**src/rtl/rgb_sched_pkg.sv**
```systemverilog
// Shared definitions for the RGB LED scheduler.
//   sched_state_e : arbiter state encoding (IDLE/HOLD/RELEASE)
//   CH_R/G/B      : bit position of each colour channel on led[2:0] and
//                   channel index inside one requester's {R,G,B} slice
//   color_slice() : extracts one requester's {R,G,B} word from the flat
//                   colour bus (bus is zero-extended to the package maximum)
package rgb_sched_pkg;

  typedef enum logic [1:0] {
    IDLE    = 2'd0,
    HOLD    = 2'd1,
    RELEASE = 2'd2
  } sched_state_e;

  localparam int unsigned CH_R = 2;
  localparam int unsigned CH_G = 1;
  localparam int unsigned CH_B = 0;

  localparam int unsigned MAX_REQ      = 16;
  localparam int unsigned MAX_PWM_BITS = 16;
  localparam int unsigned MAX_BUS_W    = MAX_REQ * 3 * MAX_PWM_BITS;

  typedef logic [3*MAX_PWM_BITS-1:0] rgb_slice_t;
  typedef logic [MAX_BUS_W-1:0]      color_bus_t;

  // Requester idx occupies bits [idx*3*pwm_bits +: 3*pwm_bits]; caller
  // truncates the result to its own 3*pwm_bits width.
  function automatic rgb_slice_t color_slice(input color_bus_t  bus,
                                             input int unsigned idx,
                                             input int unsigned pwm_bits);
    return rgb_slice_t'(bus >> (idx * 3 * pwm_bits));
  endfunction

endpackage

```
**src/rtl/rgb_pwm.sv**
```systemverilog
// Three-channel PWM with double-buffered duty registers.
//   clk, rst          : clock, asynchronous active-high reset
//   duty_r/g/b        : target duty; captured only at the period boundary
//   led[2:0]          : registered active-low drive {R,G,B}
module rgb_pwm
  import rgb_sched_pkg::*;
#(
  parameter int unsigned PWM_BITS = 8
) (
  input  logic                clk,
  input  logic                rst,
  input  logic [PWM_BITS-1:0] duty_r,
  input  logic [PWM_BITS-1:0] duty_g,
  input  logic [PWM_BITS-1:0] duty_b,
  output logic [2:0]          led
);

  logic [PWM_BITS-1:0] pwm_cnt_q, pwm_cnt_d;
  logic [PWM_BITS-1:0] duty_r_q, duty_r_d;
  logic [PWM_BITS-1:0] duty_g_q, duty_g_d;
  logic [PWM_BITS-1:0] duty_b_q, duty_b_d;
  logic [2:0]          led_q, led_d;

  always_comb begin
    pwm_cnt_d = pwm_cnt_q + 1'b1;
    duty_r_d  = duty_r_q;
    duty_g_d  = duty_g_q;
    duty_b_d  = duty_b_q;
    // Active duty only changes on the last count so a period never mixes
    // two colours.
    if (pwm_cnt_q == '1) begin
      duty_r_d = duty_r;
      duty_g_d = duty_g;
      duty_b_d = duty_b;
    end
    led_d       = '1;
    led_d[CH_R] = ~(pwm_cnt_q < duty_r_q);
    led_d[CH_G] = ~(pwm_cnt_q < duty_g_q);
    led_d[CH_B] = ~(pwm_cnt_q < duty_b_q);
  end

  always_ff @(posedge clk or posedge rst) begin
    if (rst) begin
      pwm_cnt_q <= '0;
      duty_r_q  <= '0;
      duty_g_q  <= '0;
      duty_b_q  <= '0;
      led_q     <= '1;
    end else begin
      pwm_cnt_q <= pwm_cnt_d;
      duty_r_q  <= duty_r_d;
      duty_g_q  <= duty_g_d;
      duty_b_q  <= duty_b_d;
      led_q     <= led_d;
    end
  end

  assign led = led_q;

endmodule

```
**src/rtl/rgb_led_scheduler.sv**
```systemverilog
// Shares one RGB LED between N_REQ requesters via req/gnt.
//   clk, rst : clock, asynchronous active-high reset
//   req      : level request per requester (index 0 highest priority)
//   color    : flat {R,G,B} per requester, requester i in slice i
//   gnt      : registered one-hot grant; busy = |gnt
//   led[2:0] : active-low {R,G,B} PWM drive
// Build option: define RGB_LED_SCHED_RR_EN for round-robin arbitration
// (search starts after the last owner); default is fixed priority.
module rgb_led_scheduler
  import rgb_sched_pkg::*;
#(
  parameter int unsigned N_REQ       = 3,
  parameter int unsigned PWM_BITS    = 8,
  parameter int unsigned HOLD_CYCLES = 1200000
) (
  input  logic                        clk,
  input  logic                        rst,
  input  logic [N_REQ-1:0]            req,
  input  logic [N_REQ*3*PWM_BITS-1:0] color,
  output logic [N_REQ-1:0]            gnt,
  output logic                        busy,
  output logic [2:0]                  led
);

  localparam int unsigned IDX_W = (N_REQ > 1) ? $clog2(N_REQ) : 1;
  localparam int unsigned CNT_W = (HOLD_CYCLES > 1) ? $clog2(HOLD_CYCLES) : 1;
  localparam logic [CNT_W-1:0] HOLD_LAST = CNT_W'(HOLD_CYCLES - 1);
  localparam logic [IDX_W-1:0] LAST_IDX  = IDX_W'(N_REQ - 1);

  sched_state_e         state_q, state_d;
  logic [IDX_W-1:0]     owner_q, owner_d;
  logic [CNT_W-1:0]     hold_cnt_q, hold_cnt_d;
  logic [N_REQ-1:0]     gnt_q, gnt_d;
  logic                 win_found;
  logic [IDX_W-1:0]     win_idx;
  logic [IDX_W-1:0]     cand;
`ifdef RGB_LED_SCHED_RR_EN
  logic [IDX_W-1:0]     start_q, start_d;
`endif

  // Winner search: rotate from the search start, first set request wins.
  always_comb begin
    win_found = 1'b0;
    win_idx   = '0;
    cand      = '0;
    for (int unsigned k = 0; k < N_REQ; k++) begin
`ifdef RGB_LED_SCHED_RR_EN
      cand = IDX_W'((32'(start_q) + k) % N_REQ);
`else
      cand = IDX_W'(k);
`endif
      if (!win_found && req[cand]) begin
        win_found = 1'b1;
        win_idx   = cand;
      end
    end
  end

  always_comb begin
    state_d    = state_q;
    owner_d    = owner_q;
    hold_cnt_d = hold_cnt_q;
    gnt_d      = gnt_q;
`ifdef RGB_LED_SCHED_RR_EN
    start_d    = start_q;
`endif
    unique case (state_q)
      IDLE: begin
        if (win_found) begin
          state_d        = HOLD;
          owner_d        = win_idx;
          hold_cnt_d     = '0;
          gnt_d          = '0;
          gnt_d[win_idx] = 1'b1;
`ifdef RGB_LED_SCHED_RR_EN
          start_d        = (win_idx == LAST_IDX) ? '0 : win_idx + 1'b1;
`endif
        end
      end
      HOLD: begin
        if (hold_cnt_q == HOLD_LAST && !req[owner_q]) begin
          state_d = RELEASE;
          gnt_d   = '0;
        end else if (hold_cnt_q != HOLD_LAST) begin
          hold_cnt_d = hold_cnt_q + 1'b1;
        end
      end
      RELEASE: state_d = IDLE;
      default: begin
        state_d = IDLE;
        gnt_d   = '0;
      end
    endcase
  end

  always_ff @(posedge clk or posedge rst) begin
    if (rst) begin
      state_q    <= IDLE;
      owner_q    <= '0;
      hold_cnt_q <= '0;
      gnt_q      <= '0;
`ifdef RGB_LED_SCHED_RR_EN
      start_q    <= '0;
`endif
    end else begin
      state_q    <= state_d;
      owner_q    <= owner_d;
      hold_cnt_q <= hold_cnt_d;
      gnt_q      <= gnt_d;
`ifdef RGB_LED_SCHED_RR_EN
      start_q    <= start_d;
`endif
    end
  end

  assign gnt  = gnt_q;
  assign busy = |gnt_q;

  // Colour path: owner's colour is sampled live while holding, else dark.
  color_bus_t              color_ext;
  logic [3*PWM_BITS-1:0]   tgt;
  logic [PWM_BITS-1:0]     duty_r, duty_g, duty_b;

  always_comb begin
    color_ext                         = '0;
    color_ext[N_REQ*3*PWM_BITS-1:0]   = color;
    tgt = (3*PWM_BITS)'(color_slice(color_ext, 32'(owner_q), PWM_BITS));
    if (state_q == HOLD) begin
      duty_r = tgt[CH_R*PWM_BITS +: PWM_BITS];
      duty_g = tgt[CH_G*PWM_BITS +: PWM_BITS];
      duty_b = tgt[CH_B*PWM_BITS +: PWM_BITS];
    end else begin
      duty_r = '0;
      duty_g = '0;
      duty_b = '0;
    end
  end

  rgb_pwm #(
    .PWM_BITS(PWM_BITS)
  ) u_pwm (
    .clk    (clk),
    .rst    (rst),
    .duty_r (duty_r),
    .duty_g (duty_g),
    .duty_b (duty_b),
    .led    (led)
  );

endmodule

```
**config.mk**
```make
export PLATFORM = sky130hd
export DESIGN_NAME = rgb_led_scheduler
export DESIGN_NICKNAME = d
export VERILOG_FILES = /design/src/rtl/rgb_sched_pkg.sv /design/src/rtl/rgb_pwm.sv /design/src/rtl/rgb_led_scheduler.sv
export SDC_FILE = /design/constraint.sdc
export NUM_CORES = 1
export LEC_CHECK = 0
export CORE_UTILIZATION = 30
export CTS_CLUSTER_SIZE = 25
export DETAILED_ROUTE_END_ITERATION = 10
export DONT_BUFFER_PORTS = 1
export GPL_TIMING_DRIVEN = 0
export SKIP_LAST_GASP = 1
export SLEW_MARGIN = 0
export SYNTH_ARGS = -nofsm -noshare
export SYNTH_HDL_FRONTEND = slang
export SYNTH_SLANG_ARGS = --single-unit
```
**constraint.sdc**
```tcl
create_clock -name clk -period 2.2 [get_ports clk]
set_input_delay 0.22 -clock clk [delete_from_list [all_inputs] [get_ports clk]]
set_output_delay 0.22 -clock clk [all_outputs]
set_load 0.05 [all_outputs]
```
==> flow_summary_export.csv <==
group,metric,value,unit
status,status,"complete, no violations",
critical_path,cp_max_fo,10,
routing,routed-via-count,3307,
synthesis,synth-xor-area-share,0.01582,
synthesis,synth_area_leader_cell,"dfrtp_1",
layout,seqCellArea,1580,um^2
place,io_buffer_count,0,
hold_path,min_to,"gnt[0]",
synthesis,ys_ff_latch,63,
sta,final-hold-violation-count,0,
layout,synthToLayoutAreaGrowth,14.98,%
synthesis,yosys.area.top_type_share,0.3873,
floorplanning,die-area,13380,um^2
sta,max_freq,0.4730,GHz
cts,clk_pin_slew_worst_paths,0.05,ns
synthesis,syn_inst,445,
synthesis,yosys_warnings,0,
floorplanning,initial_core_util,0.3072,
floorplanning,rows,41,
synthesis,synthSimpleGateAreaFrac,0.2046,
floorplanning,die-height,115.7,um
sta,final-setup-viol-count,0,
critical_path,crit_chain,"ha_1 -> and4_2 -> and4_4 -> a21oi_4 -> buf_2 -> nand2_1 -> o31ai_1",
layout,drive_above_1_share,0.08855,
synthesis,synth_area_leaders,"dfrtp_1 (39%), ha_1 (7.4%), mux2i_1 (6.7%)",
critical_path,cp.required,2.43,ns
floorplanning,die_x,115.7,um
global_route,grt_max_degree,34,
synthesis,synthMuxAreaShare,0.07005,
critical_path,cp.arrival,2.34,ns
cts,clkSinkCount,63,
critical_path,r2r-end,"hold_cnt_q[12]",
power,p_sw_frac,0.3622,
hold_path,hold_class,"in2reg",
synthesis,async_flop_share,1.000,
critical_path,reg2reg_slack,0.09,ns
global_route,grt_overflow_total,0,
routing,first_pass_iters,4,
routing,finalWirelength,9.714,mm
routing,viasPerCell,5.208,
layout,post-route-util,0.3532,
power,ir_drop,0.0004459,V
synthesis,synth-edff-count,0,
layout,multi_input_area,2112,um^2
sta,relSlewSlack,0.5323,
routing,wl_per_cell,15.30,um
place,place_hpwl,7.382,mm
critical_path,critPathCaptureType,"register",
critical_path,r2r-start,"hold_cnt_q[0]",
sta,setup_tns,0,ns
power,p_int,2831,uW
global_route,grt_pass1_vias,3271,
routing,drtIter0Drc,185,
sta,tightest_slew,0.7005,ns
sta,maxSlewViolCount,0,
layout,diodes,0,
sta,post-route-period-util,0.9610,
critical_path,critical_path_class,"reg2reg",
critical_path,rr_worst_depth,7,
power,powerDensity,996.0,nW/um^2
flow_run,maxCapViolCount,0,
synthesis,syn_area,3876,um^2
power,switchingPower,1608,uW
routing,drcViolationCount,0,
routing,detail-route-antenna-nets,0,
place,gp_congestion,0.8457,
sta,worst_clock_skew,0.007928,ns
cts,clock-root-buffer,"clkbuf_16",
critical_path,cpPeakStageDelay,0.41,ns
synthesis,synthFlopType,"dfrtp_1",
floorplanning,io_pins,84,
layout,fillers,1316,
cts,htree_levels,3,
floorplanning,core,12620,um^2
power,p_leak,0.002208,uW
sta,rsz0062_at_grt,"no",
synthesis,yosysUniqueCellTypes,50,
synthesis,yosys.area_share.adder,0.07424,
sta,post-route-min-period,2.114,ns
layout,fin_nets,558,
global_route,antenna_found_initial,0,
synthesis,synth_compound_area_frac,0.1791,
global_route,grt_util_all_layers,0.1566,
synthesis,synth_top_family_by_area,"simple AND/OR/NAND/NOR gates",
hold_path,hp-start,"req[0]",
sta,whs,0.02814,ns
critical_path,startpoint,"hold_cnt_q[0]",
power,power.share.clock,0.355,
power,combPwrFrac,0.277,
cts,cts.path.max_buffers,2,
critical_path,start_kind,"register",
cts,numCtsBuffers,9,
synthesis,avgSynthCellArea,8.711,um^2
synthesis,synth_nets,545,
hold_path,min_delay_path_depth,2,
power,seq_power_share,0.369,
global_route,grt_pass1_wl,15.81,mm
synthesis,synth-seq-area-share,0.4077,
cts,cts_tree,"done",
critical_path,slowest_stage,"dfrtp_1",
cts,clk_latency,0.34,ns
synth_stat cells (5+ instances only):
cell / count
mux2i_1: 26
clkbuf_1: 12
nor2_1: 38
a41oi_1: 7
a31oi_1: 13
nand2_1: 58
nand2b_1: 7
buf_2: 9
a21oi_1: 38
o21ai_0: 40
nor3_1: 5
ha_1: 23
nand3_1: 21
dfrtp_1: 60
inv_1: 26
a21o_1: 6
power groups by stage:
stage          Combinational [uW]  Sequential [uW]  Clock, uW
4_1_cts                      1250             1630       1600
3_5_place_dp                 1250             1650          0
2_1_floorplan                 965             1590          0
6_report                     1230             1640       1570
3_3_place_gp                 1200             1640          0
5_1_grt                      1390             1670       1640
worst max-delay path by stage:
| stage | to | slack [ns] | depth (start not counted) |
|---|---|---|---|
| after floorplan | hold_cnt_q[18] | 0.41 | 6 |
| after global placement | u_pwm.pwm_cnt_q[7] | -0.33 | 1 |
| after detailed placement | hold_cnt_q[12] | 0.14 | 7 |
| after CTS | hold_cnt_q[12] | 0.11 | 7 |
| after global routing | hold_cnt_q[17] | 0.003 | 7 |
| final | hold_cnt_q[12] | 0.09 | 7 |
logic make-up (layout without fill, tap and decap cells):
family,Yosys count,after routing
compound gates,118,118
fa+ha+maj,23,23
flops,63,63
buf+inv,47,65
mux,27,27
simple gates,160,160
xor+xnor,7,7
through the flow:
step | cell area (um^2) | setup WS (ns) | total power, uW | std cells
final | 4457 | 0.08570 | 4439 | 635
after global routing | 4457 | 0.003265 | 4710 | 635
after CTS | 4453 | 0.1111 | 4482 | 635
after detailed placement | 4111 | 0.1369 | 2891 | 618
after global placement | 4091 | -0.3318 | 2845 | 617
after floorplan | 3876 | 0.4100 | 2560 | 445
sequential cells by signal, summed over array words and instances (netlist names):
| name | cells |
|---|---|
| hold_cnt_q | 21 |
| u_pwm.duty_b_q | 8 |
| u_pwm.duty_g_q | 8 |
| u_pwm.duty_r_q | 8 |
| u_pwm.pwm_cnt_q | 8 |
| gnt | 3 |
| u_pwm.led | 3 |
| owner_q | 2 |
| state_q | 2 |
timing repair:
| item | 4_1_cts | 5_1_grt |
|---|---|---|
| gates resized for setup | 0 | 1 |
| endpoints found under the hold margin | 30 | 0 |
| endpoints found under the setup margin | 0 | 7 |
| hold buffers | 1 | 0 |
| setup buffers | 0 | 0 |
metal layers:
layer  GRT usage  vias to the layer above  share of wire
met5           0                        -              0
met4     0.07094                        0          0.018
met3     0.03975                       11          0.046
met2      0.2671                       76           0.50
met1      0.1860                     1609           0.44
li1            -                     1611              -
worst max-delay path: cells and delay by family, from the launching register on:
family | cells | cell delay, ns
adders and majority gates | 1 | 0.27
buffers and inverters | 1 | 0.28
and+or+nand+nor | 3 | 0.53
AOI/OAI and AO/OA | 2 | 0.51
DFF | 1 | 0.41
area by class of cell:
cell class / count / share of cell area
well taps: 172 / 0.04829
inverters: 26 / 0.02190
repair buffers: 2 / 0.006738
flip-flops and latches: 63 / 0.3546
multi-input cells: 335 / 0.4739
plain buffers: 21 / 0.02021
clock buffers: 10 / 0.05362
clock inverters: 6 / 0.02077
cells in the final DEF (no fill, tap or decap), types with 2 or more instances in the layout:
| cell | instances |
|---|---|
| nor4_1 | 2 |
| nand4_1 | 4 |
| nor3_1 | 5 |
| a31oi_1 | 13 |
| a22oi_1 | 2 |
| o211ai_1 | 3 |
| xor2_1 | 3 |
| dfrtp_1 | 60 |
| mux2i_1 | 26 |
| and4b_1 | 2 |
| bufinv_16 | 2 |
| clkbuf_16 | 9 |
| xnor2_1 | 4 |
| inv_1 | 25 |
| nand2_1 | 58 |
| a41oi_1 | 7 |
| buf_2 | 9 |
| a21oi_1 | 38 |
| dfstp_2 | 3 |
| nand2b_1 | 7 |
| nor2_1 | 38 |
| or3_1 | 2 |
| ha_1 | 23 |
| clkbuf_1 | 12 |
| clkinvlp_4 | 2 |
| nand3_1 | 21 |
| and2_1 | 2 |
| o21ai_0 | 40 |
| nand3b_1 | 4 |
| a21o_1 | 6 |
| and3_1 | 3 |
(Power assumes the default switching activity.)
==> edit (config.mk and constraints unchanged) <==
Compare `hold_cnt_q` against `HOLD_LAST` with >= in place of ==.
--- a/src/rtl/rgb_led_scheduler.sv
+++ b/src/rtl/rgb_led_scheduler.sv
@@ -79,5 +79,5 @@
       end
       HOLD: begin
-        if (hold_cnt_q == HOLD_LAST && !req[owner_q]) begin
+        if (hold_cnt_q >= HOLD_LAST && !req[owner_q]) begin
           state_d = RELEASE;
           gnt_d   = '0;
Function: no difference found for any inputs over 10 cycles, from zero or initial values and one cycle with rst high; that may be too few to reach the edited logic, so the function may still have changed.
==> edit against the unedited design <==
  * Sequential power down 16%
  * Core utilization up 1.0 points
  * Worst setup slack better by 0.017 ns
  * Final area up 4.6%
  * Power down 14%
  * Clock skew down 0.0044 ns
  * Area after synthesis up 3.3%
  * Non-clock buffer count up 11
  * First-iteration DRC count up 24%
  * Sequential cell count unchanged
  * Critical path depth up 1
  * Routed wire length up 4.9%
  * Critical endpoint unchanged
  * Largest power group is now clock
  * Highest routed layer unchanged
==> edit: results (changes against the unedited design) <==
[run_status]
status=completed

[yosys]
synth.area.top_cells=dfrtp_1 (37%), ha_1 (7.2%), mux2i_1 (6.2%)
syn_inst=454  ; +2.0%
synth_mux_area_share_pct=6.25  ; -0.76 points
synth_fp_nets=554  ; +1.7%
synth_common_cells=dfrtp_1 (60), nor2_1 (52), a21oi_1 (41)
yosys.area_share.xor_xnor_pct=1.31  ; -0.27 points
yosysSeqAreaShare_pct=39.5  ; -1.3 points
synthAdderAreaFrac_pct=7.19  ; -0.24 points
synth_compound_area_share_pct=22.7  ; +4.8 points

[cts]
post_cts_resized=1  ; +1

[power_and_ir_drop]
clkPwrFrac_pct=41.4  ; +5.9 points
swShare_pct=31.3  ; -4.9 points
leakage_nw=2.18  ; -1.3%
ir_worst_vdd_mv=0.417  ; -6.6%
comb_cell_power_w=0.000862  ; -30%

[cells_and_area]
n_clock_buffer=11  ; +1
fillers=1314  ; -0.15%
multi_input_area_um2=2220  ; +5.0%
inv_count=27  ; +3.8%
multi_input_cells=337  ; +0.60%
bufAreaShareNonClock_pct=4.56  ; +1.9 points
nonClockBufferCount=34  ; +48%
layout.cells.non_filler=649  ; +2.2%
regArea_um2=1580  ; unchanged
largest_reg_flops=21  ; unchanged
post_route_cells_drive_above_1_share_pct=11.3  ; +2.5 points
num-nets-final=572  ; +2.5%
clkCellAreaFrac_pct=7.14  ; -0.30 points

[critical_path]
rrSetupSlack_ns=0.10  ; +0.02 ns
path_max_fanout=6  ; -4
reg2reg_depth=8  ; +1
r2r_end=hold_cnt_q[12]

[detailed_routing]
wl_per_cell_um=15.7  ; +2.7%
route.met3.wl_um=384  ; -14%
met1Wirelength_um=4330  ; +2.1%
wl_met2_um=5360  ; +10%
viasPerCell=5.27  ; +1.2%
drt_iter0_markers=229  ; +24%

[placed_design]
dp.cells=627  ; +1.5%
gp_congestion=0.845  ; about the same
dpl.hpwl_um=7620  ; +3.2%

[min_path]
whs_endpoint=owner_q[0]
whs_path_depth=1  ; -1
hp-start=req[1]

[sta]
holdWs_ns=0.0698  ; +0.0416 ns
setup_viol_count_final=0  ; unchanged
clock_skew_ns=0.00355  ; -0.00437 ns
tightestPinTransition_ns=0.700  ; -0.0000941 ns

[global_routing]
grt_start_max_net_pins=36  ; +5.9%
grt_pass1_wl_um=17100  ; +8.2%
grt_util_met3_pct=3.44  ; -0.53 points
use_met1_pct=18.1  ; -0.46 points
grtUsageTotal_pct=15.3  ; -0.33 points
globalRouteMet2Util_pct=27.3  ; +0.59 points

-- edit: changes by cell type after synthesis, sizes merged, moves of 4 or more --
cell	before	now
a21o	6	1
nand4	5	10
nand3	21	15
nand2	58	35
o21a	0	5
nand2b	7	1
o31ai	1	30
nand3b	4	0
nor2	38	53
o21ai	41	35
a41oi	7	0
-- edit: worst max-delay path, stage by stage, from the launching register on --
cell and delay, ns:
dfrtp_1 0.42, ha_2 0.23, nand3_1 0.16, a211o_1 0.35, and2_1 0.20, o211ai_4 0.26, buf_4 0.20, a21oi_1 0.04
a21oi_1 0.15
-- edit: metrics by stage --
step                util [%]  area, um2  setup slack, ns
CTS                     35.8       4590           0.0241
global route            36.3       4660          -0.0750
detailed placement      33.1       4240          -0.0894
global placement        32.9       4220           -0.378
finish                  36.3       4660            0.103
floorplan                  -       4010            0.236
